$ cat src/rtl/adder_axis_tree.sv
// N-operand AXI-Stream adder: joins NUM_OPERANDS input streams and sums them in a
// registered pairwise tree with per-level valid/ready flow control and overflow-aware output.
`timescale 1ns / 1ps
module adder_axis_tree #(
  parameter int unsigned NUM_OPERANDS = 4,
  parameter int unsigned IN_WIDTH     = 8,
  parameter int unsigned OUT_WIDTH    = IN_WIDTH + $clog2(NUM_OPERANDS),
  parameter bit          SIGNED       = 1'b0,
  parameter bit          SATURATE     = 1'b0
) (
  input  logic                             aclk,
  input  logic                             aresetn,
  input  logic [NUM_OPERANDS*IN_WIDTH-1:0] s_tdata,
  input  logic [NUM_OPERANDS-1:0]          s_tvalid,
  output logic [NUM_OPERANDS-1:0]          s_tready,
  output logic [OUT_WIDTH-1:0]             m_tdata,
  output logic                             m_tvalid,
  input  logic                             m_tready,
  output logic                             m_tuser
);

  localparam int unsigned FW  = IN_WIDTH + $clog2(NUM_OPERANDS);
  localparam int unsigned LAT = (NUM_OPERANDS > 2) ? $clog2(NUM_OPERANDS) : 1;
  localparam int unsigned W1  = (NUM_OPERANDS + 1) / 2;
  localparam int unsigned NP  = 2 * W1;
  localparam int unsigned MID = (LAT > 1) ? LAT - 1 : 1;
  localparam int unsigned MW  = (OUT_WIDTH > FW) ? OUT_WIDTH : FW;

  if (NUM_OPERANDS < 2 || NUM_OPERANDS > 8) begin : g_bad_num_operands
    $fatal(1, "adder_axis_tree: NUM_OPERANDS must be in 2..8");
  end

  typedef logic [FW-1:0]        fw_t;
  typedef logic [MW-1:0]        mw_t;
  typedef logic [OUT_WIDTH-1:0] out_t;
  typedef logic [LAT-1:0]       lat_t;

  fw_t            op     [NP];
  fw_t            sum_d  [LAT][W1];
  fw_t            mid_q  [MID][W1];
  logic [LAT-1:0] vld_q;
  logic [LAT-1:0] vld_up;
  logic [LAT-1:0] stage_rdy;
  logic           join_fire;
  out_t           conv_data;
  logic           conv_ovf;
  out_t           m_tdata_q;
  logic           m_tuser_q;

  always_comb begin : p_extend
    for (int unsigned i = 0; i < NP; i++) op[i] = '0;
    for (int unsigned i = 0; i < NUM_OPERANDS; i++) begin
      if (SIGNED) op[i] = fw_t'($signed(s_tdata[i*IN_WIDTH +: IN_WIDTH]));
      else        op[i] = fw_t'(s_tdata[i*IN_WIDTH +: IN_WIDTH]);
    end
  end

  // Level k+1 sums adjacent entries of level k; an odd tail entry passes through unchanged.
  always_comb begin : p_tree
    fw_t         src [NP];
    int unsigned cnt;
    int unsigned mk;
    cnt = NUM_OPERANDS;
    for (int unsigned k = 0; k < LAT; k++) begin
      mk = (k == 0) ? 0 : k - 1;
      for (int unsigned i = 0; i < NP; i++) src[i] = (k == 0) ? op[i] : '0;
      if (k != 0) begin
        for (int unsigned i = 0; i < W1; i++) src[i] = mid_q[mk][i];
      end
      for (int unsigned j = 0; j < W1; j++) begin
        sum_d[k][j] = '0;
        if (2 * j + 1 < cnt)  sum_d[k][j] = src[2*j] + src[2*j+1];
        else if (2 * j < cnt) sum_d[k][j] = src[2*j];
      end
      cnt = (cnt + 1) / 2;
    end
  end

  // A level may load when it is empty or the level after it is loading too.
  always_comb begin : p_ready
    logic r;
    r = m_tready;
    for (int k = LAT - 1; k >= 0; k--) begin
      r = !vld_q[k] || r;
      stage_rdy[k] = r;
    end
  end

  assign join_fire = aresetn && (&s_tvalid) && stage_rdy[0];
  assign s_tready  = {NUM_OPERANDS{join_fire}};
  assign vld_up    = lat_t'({vld_q, join_fire});

  // Representability is checked by truncating and re-extending; a round-trip change means overflow.
  always_comb begin : p_convert
    mw_t  sx;
    mw_t  back;
    out_t wrap;
    if (SIGNED) sx = mw_t'($signed(sum_d[LAT-1][0]));
    else        sx = mw_t'(sum_d[LAT-1][0]);
    wrap = out_t'(sx);
    if (SIGNED) back = mw_t'($signed(wrap));
    else        back = mw_t'(wrap);
    conv_ovf  = (back != sx);
    conv_data = wrap;
    if (conv_ovf && SATURATE) begin
      if (!SIGNED)        conv_data = '1;
      else if (sx[MW-1])  conv_data = out_t'(1) << (OUT_WIDTH - 1);
      else                conv_data = ~(out_t'(1) << (OUT_WIDTH - 1));
    end
  end

  always_ff @(posedge aclk) begin : p_ctrl
    if (!aresetn) begin
      vld_q     <= '0;
      m_tdata_q <= '0;
      m_tuser_q <= 1'b0;
    end else begin
      for (int unsigned k = 0; k < LAT; k++) begin
        if (stage_rdy[k]) vld_q[k] <= vld_up[k];
      end
      if (stage_rdy[LAT-1] && vld_up[LAT-1]) begin
        m_tdata_q <= conv_data;
        m_tuser_q <= conv_ovf;
      end
    end
  end

  always_ff @(posedge aclk) begin : p_mid
    for (int unsigned k = 0; k + 1 < LAT; k++) begin
      if (stage_rdy[k] && vld_up[k]) mid_q[k] <= sum_d[k];
    end
  end

  assign m_tvalid = vld_q[LAT-1];
  assign m_tdata  = m_tdata_q;
  assign m_tuser  = m_tuser_q;

endmodule

$ cat config.mk
export PLATFORM = sky130hd
export DESIGN_NAME = adder_axis_tree
export DESIGN_NICKNAME = d
export VERILOG_FILES = /design/src/rtl/adder_axis_tree.sv
export SDC_FILE = /design/constraint.sdc
export NUM_CORES = 1
export LEC_CHECK = 0
export BUFFER_PORTS_ARGS = -buffer_cell sky130_fd_sc_hd__buf_2
export CORE_ASPECT_RATIO = 0.6
export CORE_MARGIN = 5
export CORE_UTILIZATION = 53
export CTS_BUF_LIST = sky130_fd_sc_hd__clkbuf_8 sky130_fd_sc_hd__clkbuf_16
export CTS_CLUSTER_DIAMETER = 200
export DETAILED_ROUTE_END_ITERATION = 10
export GPL_TIMING_DRIVEN = 0
export HOLD_SLACK_MARGIN = 0.15
export MAX_ROUTING_LAYER = met4
export PLACE_DENSITY = 0.81
export SYNTH_ARGS = -nofsm -noshare
export SYNTH_HDL_FRONTEND = slang
export SYNTH_SLANG_ARGS = --single-unit
$ cat constraint.sdc
create_clock -name aclk -period 4.71 [get_ports aclk]
set_clock_uncertainty 0.2 [all_clocks]
set_input_delay 0.942 -clock aclk [delete_from_list [all_inputs] [get_ports aclk]]
set_output_delay 0.942 -clock aclk [all_outputs]
set_load 0.005 [all_outputs]
==> results of run 1 <==
## final timing paths
| check | endpoint | from | cells after the start | slack (ps) |
|---|---|---|---|---|
| hold / removal | m_tdata[1]$_SDFFE_PN0P_ | m_tdata[1]$_SDFFE_PN0P_ | 2 | 250 |
| setup / recovery | s_tready[1] | s_tvalid[2] | 6 | 1610 |
| setup reg to reg | m_tdata[8]$_SDFFE_PN0P_ | mid_q[0][0]$_DFFE_PP_ | 6 | 2430 |
| hold reg to reg | m_tdata[1]$_SDFFE_PN0P_ | m_tdata[1]$_SDFFE_PN0P_ | 2 | 250 |
## cells in the final DEF, fill, tap and decap left out, types with 2 or more instances in the layout
cell       count
a21oi_1       12
xnor2_1        7
nand3_1        6
ha_1          25
o211ai_1       9
clkbuf_8       5
a21o_1         4
a211oi_1       3
o21a_1         2
xor2_1         6
nand2_1       18
o21bai_1       2
edfxtp_1      18
bufinv_16      2
dfxtp_1       12
buf_4          5
a211oi_4       2
nor2_1        12
nor3_1         5
o21ai_0        7
fa_1           3
inv_1          9
or3_1          3
nand2b_1       2
buf_2         55
## worst max-delay path: cells and delay by family
family / cells / cell delay, ps
buffers and inverters: 4 / 540
AOI/OAI and AO/OA: 1 / 300
and+or+nand+nor: 1 / 170
## registers in the layout, indices dropped and copies added (netlist names)
signal,count
mid_q,18
m_tdata,10
vld_q,2
## per-layer routing
metal | share of wire, % | track usage, % | vias to the layer above
met3 | 7.4 | 3.89 | 2
met2 | 41 | 24.8 | 66
met5 | 0 | - | -
met1 | 51 | 24.0 | 746
met4 | 0.59 | 4.53 | 0
li1 | - | - | 867
## kinds of logic (layout without fill, tap and decap cells)
group | after synthesis | in the layout | synth area share, %
other | 1 | 1 | 0.185
AO/OA/AOI/OAI | 56 | 56 | 20.4
AND/OR/NAND/NOR | 54 | 54 | 12.5
flip-flops | 30 | 30 | 38.5
adder cells (fa/ha/maj) | 28 | 28 | 18.4
buffers and inverters | 18 | 80 | 4.39
XOR/XNOR | 13 | 13 | 5.62
## through the flow
| step | cells | TNS (ps) | power (W) | util [%] |
|---|---|---|---|---|
| after floorplan | 200 | 0 | 0.000384 | - |
| final | 309 | 0 | 0.000722 | 68.2 |
| after global routing | 309 | 0 | 0.000754 | 68.2 |
| after global placement | 300 | -1050 | 0.000421 | 63.9 |
| after detailed placement | 301 | 0 | 0.000426 | 64.6 |
| after CTS | 309 | 0 | 0.000727 | 68.2 |
## synthesized netlist by cell type, drive strengths merged (4+ instances only)
cell	instances	area, µm²
a211oi	6	62.6
a21o	4	30.0
a21oi	12	60.1
buf	7	47.6
dfxtp	12	240
edfxtp	18	541
ha	25	313
inv	10	37.5
nand2	18	67.6
nand3	6	30.0
nor2	12	45.0
nor3	5	25.0
o211ai	9	67.6
o21ai	8	40.0
xnor2	7	61.3
xor2	6	52.6
## cell type report
cell class,count,area share (%)
buffer,8,2.04
clock buffer,5,2.74
clock inverter,3,2.54
inverter,10,1.50
multi-input combinational,152,46.6
sequential,30,31.1
tap,47,2.34
timing repair buffer,54,11.2
## power by group through the flow
stage          clock [W]  combinational [W]  sequential, W
2_1_floorplan          0          0.0000863       0.000298
3_3_place_gp           0           0.000123       0.000298
5_1_grt         0.000315           0.000146       0.000293
6_report        0.000301           0.000129       0.000293
4_1_cts         0.000305           0.000129       0.000293
3_5_place_dp           0           0.000127       0.000298
==> results.toml, run 1 <==
[critical_path]
critPathKind = "in -> out"
worst_ep_arrival_time_ps = 1960
crit_path_end_kind = "output port"
cp_max_fo = 22
max_stage_delay_ps = 300
required_ps = 3570
cpMostUsedCell = "buf_2"
path_cells = "buf_2 -> nand4_1 -> a211oi_4 -> buf_8 -> buf_4 -> buf_2"
cpMaxStageDelayCell = "a211oi_4"
cp-start-kind = "primary input"

[finish]
drive_above_1_share_pct = 29.0
nets = 328
antenna_cells = 0
area_delta_synth_final_pct = 23.9
fill_cells = 296
seqCellArea_um2 = 781
multiInputGateArea_um2 = 1170
stdcell_area_um2 = 2510

[pwr]
swShare_pct = 22.4
p_int_w = 0.000560
p_leak_nw = 1.10
peakVddDrop_v = 0.000271
power_density_nw_per_um2 = 288
p_switching_w = 0.000162
clockPowerShare_pct = 41.7
pwr-share-seq_pct = 40.5
comb_power_share_pct = 17.8

[sta]
setup_viol = 0
fin_crit_sh_pct = 65.8
rsz0062_at_grt = "no"
max_freq_mhz = 323
layout_setup_ws_ps = 1610
finalCriticalPeriod_ps = 3100
holdWs_ps = 252
report.final.slew_viol_count = 0
hold_violations = 0

[clock_network]
ctsHoldBuffers = 0
cts_resized = 0
cts_sinks = 30
cts_root_buffer = "clkbuf_8"
insertion_delay_ps = 270
cts.htree.levels = 2
cts_setup_buffers = 0
cts_tree = "built"
clockBufferDepth = 2
cts_buffers = 5
cts.clk_slew.worst_paths_ps = 60

[route]
drt_iter0_markers = 64
postRouteWirelength_mm = 4.22
postRouteAntennaNets = 0
wl_per_cell_um = 13.7
drtPass1Iterations = 4
vias_per_cell = 5.44
via_count = 1681
drc = 0

[job]
max-cap-violations = 0

[logic_synthesis]
synth_nets = 267
ys_ff_latch = 30
yosysWarnings = 0
ys.flop_type = "edfxtp_1"
synth_cell_types = 49
synth_edf_count = 18
syn_area_um2 = 2030
async_flop_share_pct = 0
avgSynthCellArea_um2 = 10.1
synth-seq-area-share_pct = 38.5
syn_inst = 200

[grt]
grt_max_degree = 23
antenna_found_initial = 0
grt.overflow.total = 0
grt_usage_pct = 17.1
grt_pass1_wl_mm = 7.07
first_global_vias = 1589

[die]
die_h_um = 57.9
row_count = 17
start_util_pct = 55.0
die-area_um2 = 5200
die_w_um = 89.8
core_um2 = 3680
ios = 55

[placed_design]
io_buffer_count = 53
place_congestion = 0.877
postPlaceCellArea_um2 = 2380
place_ws_ps = 1620
post-dp-hpwl_mm = 3.36

[outcome]
status = "completed"

[worst_hold_path]
hp-class = "reg -> reg"
Note: power is estimated with default switching activity, not from simulation.
==> run 2: changes to the inputs <==
==> constraint.sdc (replaced) <==
create_clock -name aclk -period 3 [get_ports aclk]
set_clock_uncertainty 0.2 [all_clocks]
set_input_delay 0.6 -clock aclk [delete_from_list [all_inputs] [get_ports aclk]]
set_output_delay 0.6 -clock aclk [all_outputs]
set_load 0.005 [all_outputs]
==> run 2 against run 1 <==
Routed wire length fell by 4.5%. Non-clock buffer count unchanged. Combinational power rose by 55%. Count of clock-buffer cells in the layout did not move. Critical path type is now in -> reg. Die area is the same. Highest routed layer unchanged. Largest power group is now sequential cells. Critical endpoint is now mid_q[0][8]$_DFFE_PP_.
==> results.toml, run 2 (synthesis results as in run 1) <==
[outcome]
status = "completed"

[clock_network]
cts_setup_buffers = 0
cts_tree = "built"
clockBufferDepth = 2
cts_buffers = 5
cts_resized = 0
cts_sinks = 30
ctsHoldBuffers = 0
cts.htree.levels = 2
cts_root_buffer = "clkbuf_8"
cts.clk_slew.worst_paths_ps = 60
insertion_delay_ps = 280

[sta]
max_freq_mhz = 415
report.final.slew_viol_count = 0
rsz0062_at_grt = "no"
hold_violations = 0
setup_viol = 0
finalCriticalPeriod_ps = 2410
tns_ps = 0
layout_setup_ws_ps = 591
fin_crit_sh_pct = 80.3

[critical_path]
worst-path-buf-inv = 1
path_cells = "buf_2 -> ha_1 -> fa_1 -> a21o_1 -> a21oi_1 -> o21ai_0 -> o41a_1"
r2r_slack_ps = 690
max_stage_delay_ps = 410
cpMaxStageDelayCell = "fa_1"
r2r-start = "mid_q[0][0]$_DFFE_PP_"
cp-start-kind = "primary input"
r2r-end = "m_tdata[8]$_SDFFE_PN0P_"
critPathKind = "in -> reg"
reg2reg_depth = 6
crit_path_end_kind = "register"
worst_ep_arrival_time_ps = 2230
cp_max_fo = 3
critPathTopFamily = "compound AO/OA/AOI/OAI gates"
required_ps = 2820

[route]
via_count = 1663
wl_per_cell_um = 13.1
postRouteAntennaNets = 0
drt_iter0_markers = 38
drc = 0
drtPass1Iterations = 4
postRouteWirelength_mm = 4.03
vias_per_cell = 5.40

[placed_design]
place_ws_ps = 301
place_inst = 301
post-dp-hpwl_mm = 3.38
io_buffer_count = 53
place_congestion = 0.900

[worst_hold_path]
hp-class = "reg -> reg"
hold_depth = 2
hold_start = "m_tdata[0]$_SDFFE_PN0P_"
min_to = "m_tdata[0]$_SDFFE_PN0P_"

[die]
ios = 55
die_h_um = 57.9
core_um2 = 3680
start_util_pct = 55.0
die-area_um2 = 5200
die_w_um = 89.8
row_count = 17

[pwr]
peakVddDrop_v = 0.000266
power_density_nw_per_um2 = 417
p_leak_nw = 1.09

[finish]
layout_common_cells = "buf_2 (55), ha_1 (25), nand2_1 (18), edfxtp_1 (18)"
antenna_cells = 0
drive_above_1_share_pct = 28.7
top_register = "mid_q"
area_delta_synth_final_pct = 22.4
layout_commonest_cell = "buf_2"
nets = 328
layoutNonFillerInstCount = 308
fill_cells = 303
largest_reg_flops = 18

[grt]
grt_usage_pct = 17.0
grt_max_degree = 23
grt_pass1_wl_mm = 6.96
grt.overflow.total = 0
antenna_found_initial = 0
first_global_vias = 1583

[job]
max-cap-violations = 0
==> run 2: layout make-up <==
type | instances | area (µm²) | share of cell area [%]
multi-input cells | 152 | 1170 | 47.1
flip-flops and latches | 30 | 781 | 31.5
repair buffers | 54 | 280 | 11.3
clock buffers | 5 | 68.8 | 2.77
well taps | 47 | 58.8 | 2.37
plain buffers | 8 | 51.3 | 2.07
inverters | 10 | 37.5 | 1.51
clock inverters | 2 | 33.8 | 1.36
==> run 2: report_power, final <==
part           internal, W  switching, W
clock             0.000239      0.000136
sequential        0.000456    0.00000366
combinational    0.0000951      0.000105
==> run 2: stage by stage <==
| stage | hold WS [ps] | utilization [%] | cell area (µm²) | total power [W] |
|---|---|---|---|---|
| finish | 249 | 67.4 | 2480 | 0.00103 |
| global route | 272 | 67.4 | 2480 | 0.00109 |
| CTS | 252 | 67.4 | 2480 | 0.00104 |
| detailed placement | 244 | 64.6 | 2380 | 0.000667 |
| global placement | 236 | 64.0 | 2350 | 0.000659 |
| floorplan | 248 | - | 2030 | 0.000603 |
==> run 2: worst max path at each step <==
stage	start	cells after the start	slack (ps)	endpoint
2_1_floorplan	s_tvalid[2]	3	250	s_tready[0]
3_3_place_gp	s_tvalid[2]	5	-280	s_tready[3]
3_5_place_dp	s_tdata[16]	7	300	mid_q[0][8]$_DFFE_PP_
4_1_cts	s_tdata[16]	7	590	mid_q[0][8]$_DFFE_PP_
5_1_grt	mid_q[0][0]$_DFFE_PP_	6	530	m_tdata[8]$_SDFFE_PN0P_
6_report	s_tdata[16]	7	590	mid_q[0][8]$_DFFE_PP_
==> run 2: worst min-delay path, delay by kind of cell, from the launching register on <==
| kind | cells | cell delay (ps) |
|---|---|---|
| DFF | 1 | 300 |
| and+or+nand+nor | 1 | 50 |
| AOI/OAI and AO/OA | 1 | 50 |
==> run 2: metal layers <==
layer	vias up	global-route usage, %	part of all wire, %
met4	0	6.47	1.5
met5	-	-	0
met2	77	23.1	38
li1	862	-	-
met1	716	22.9	50
met3	8	6.23	10
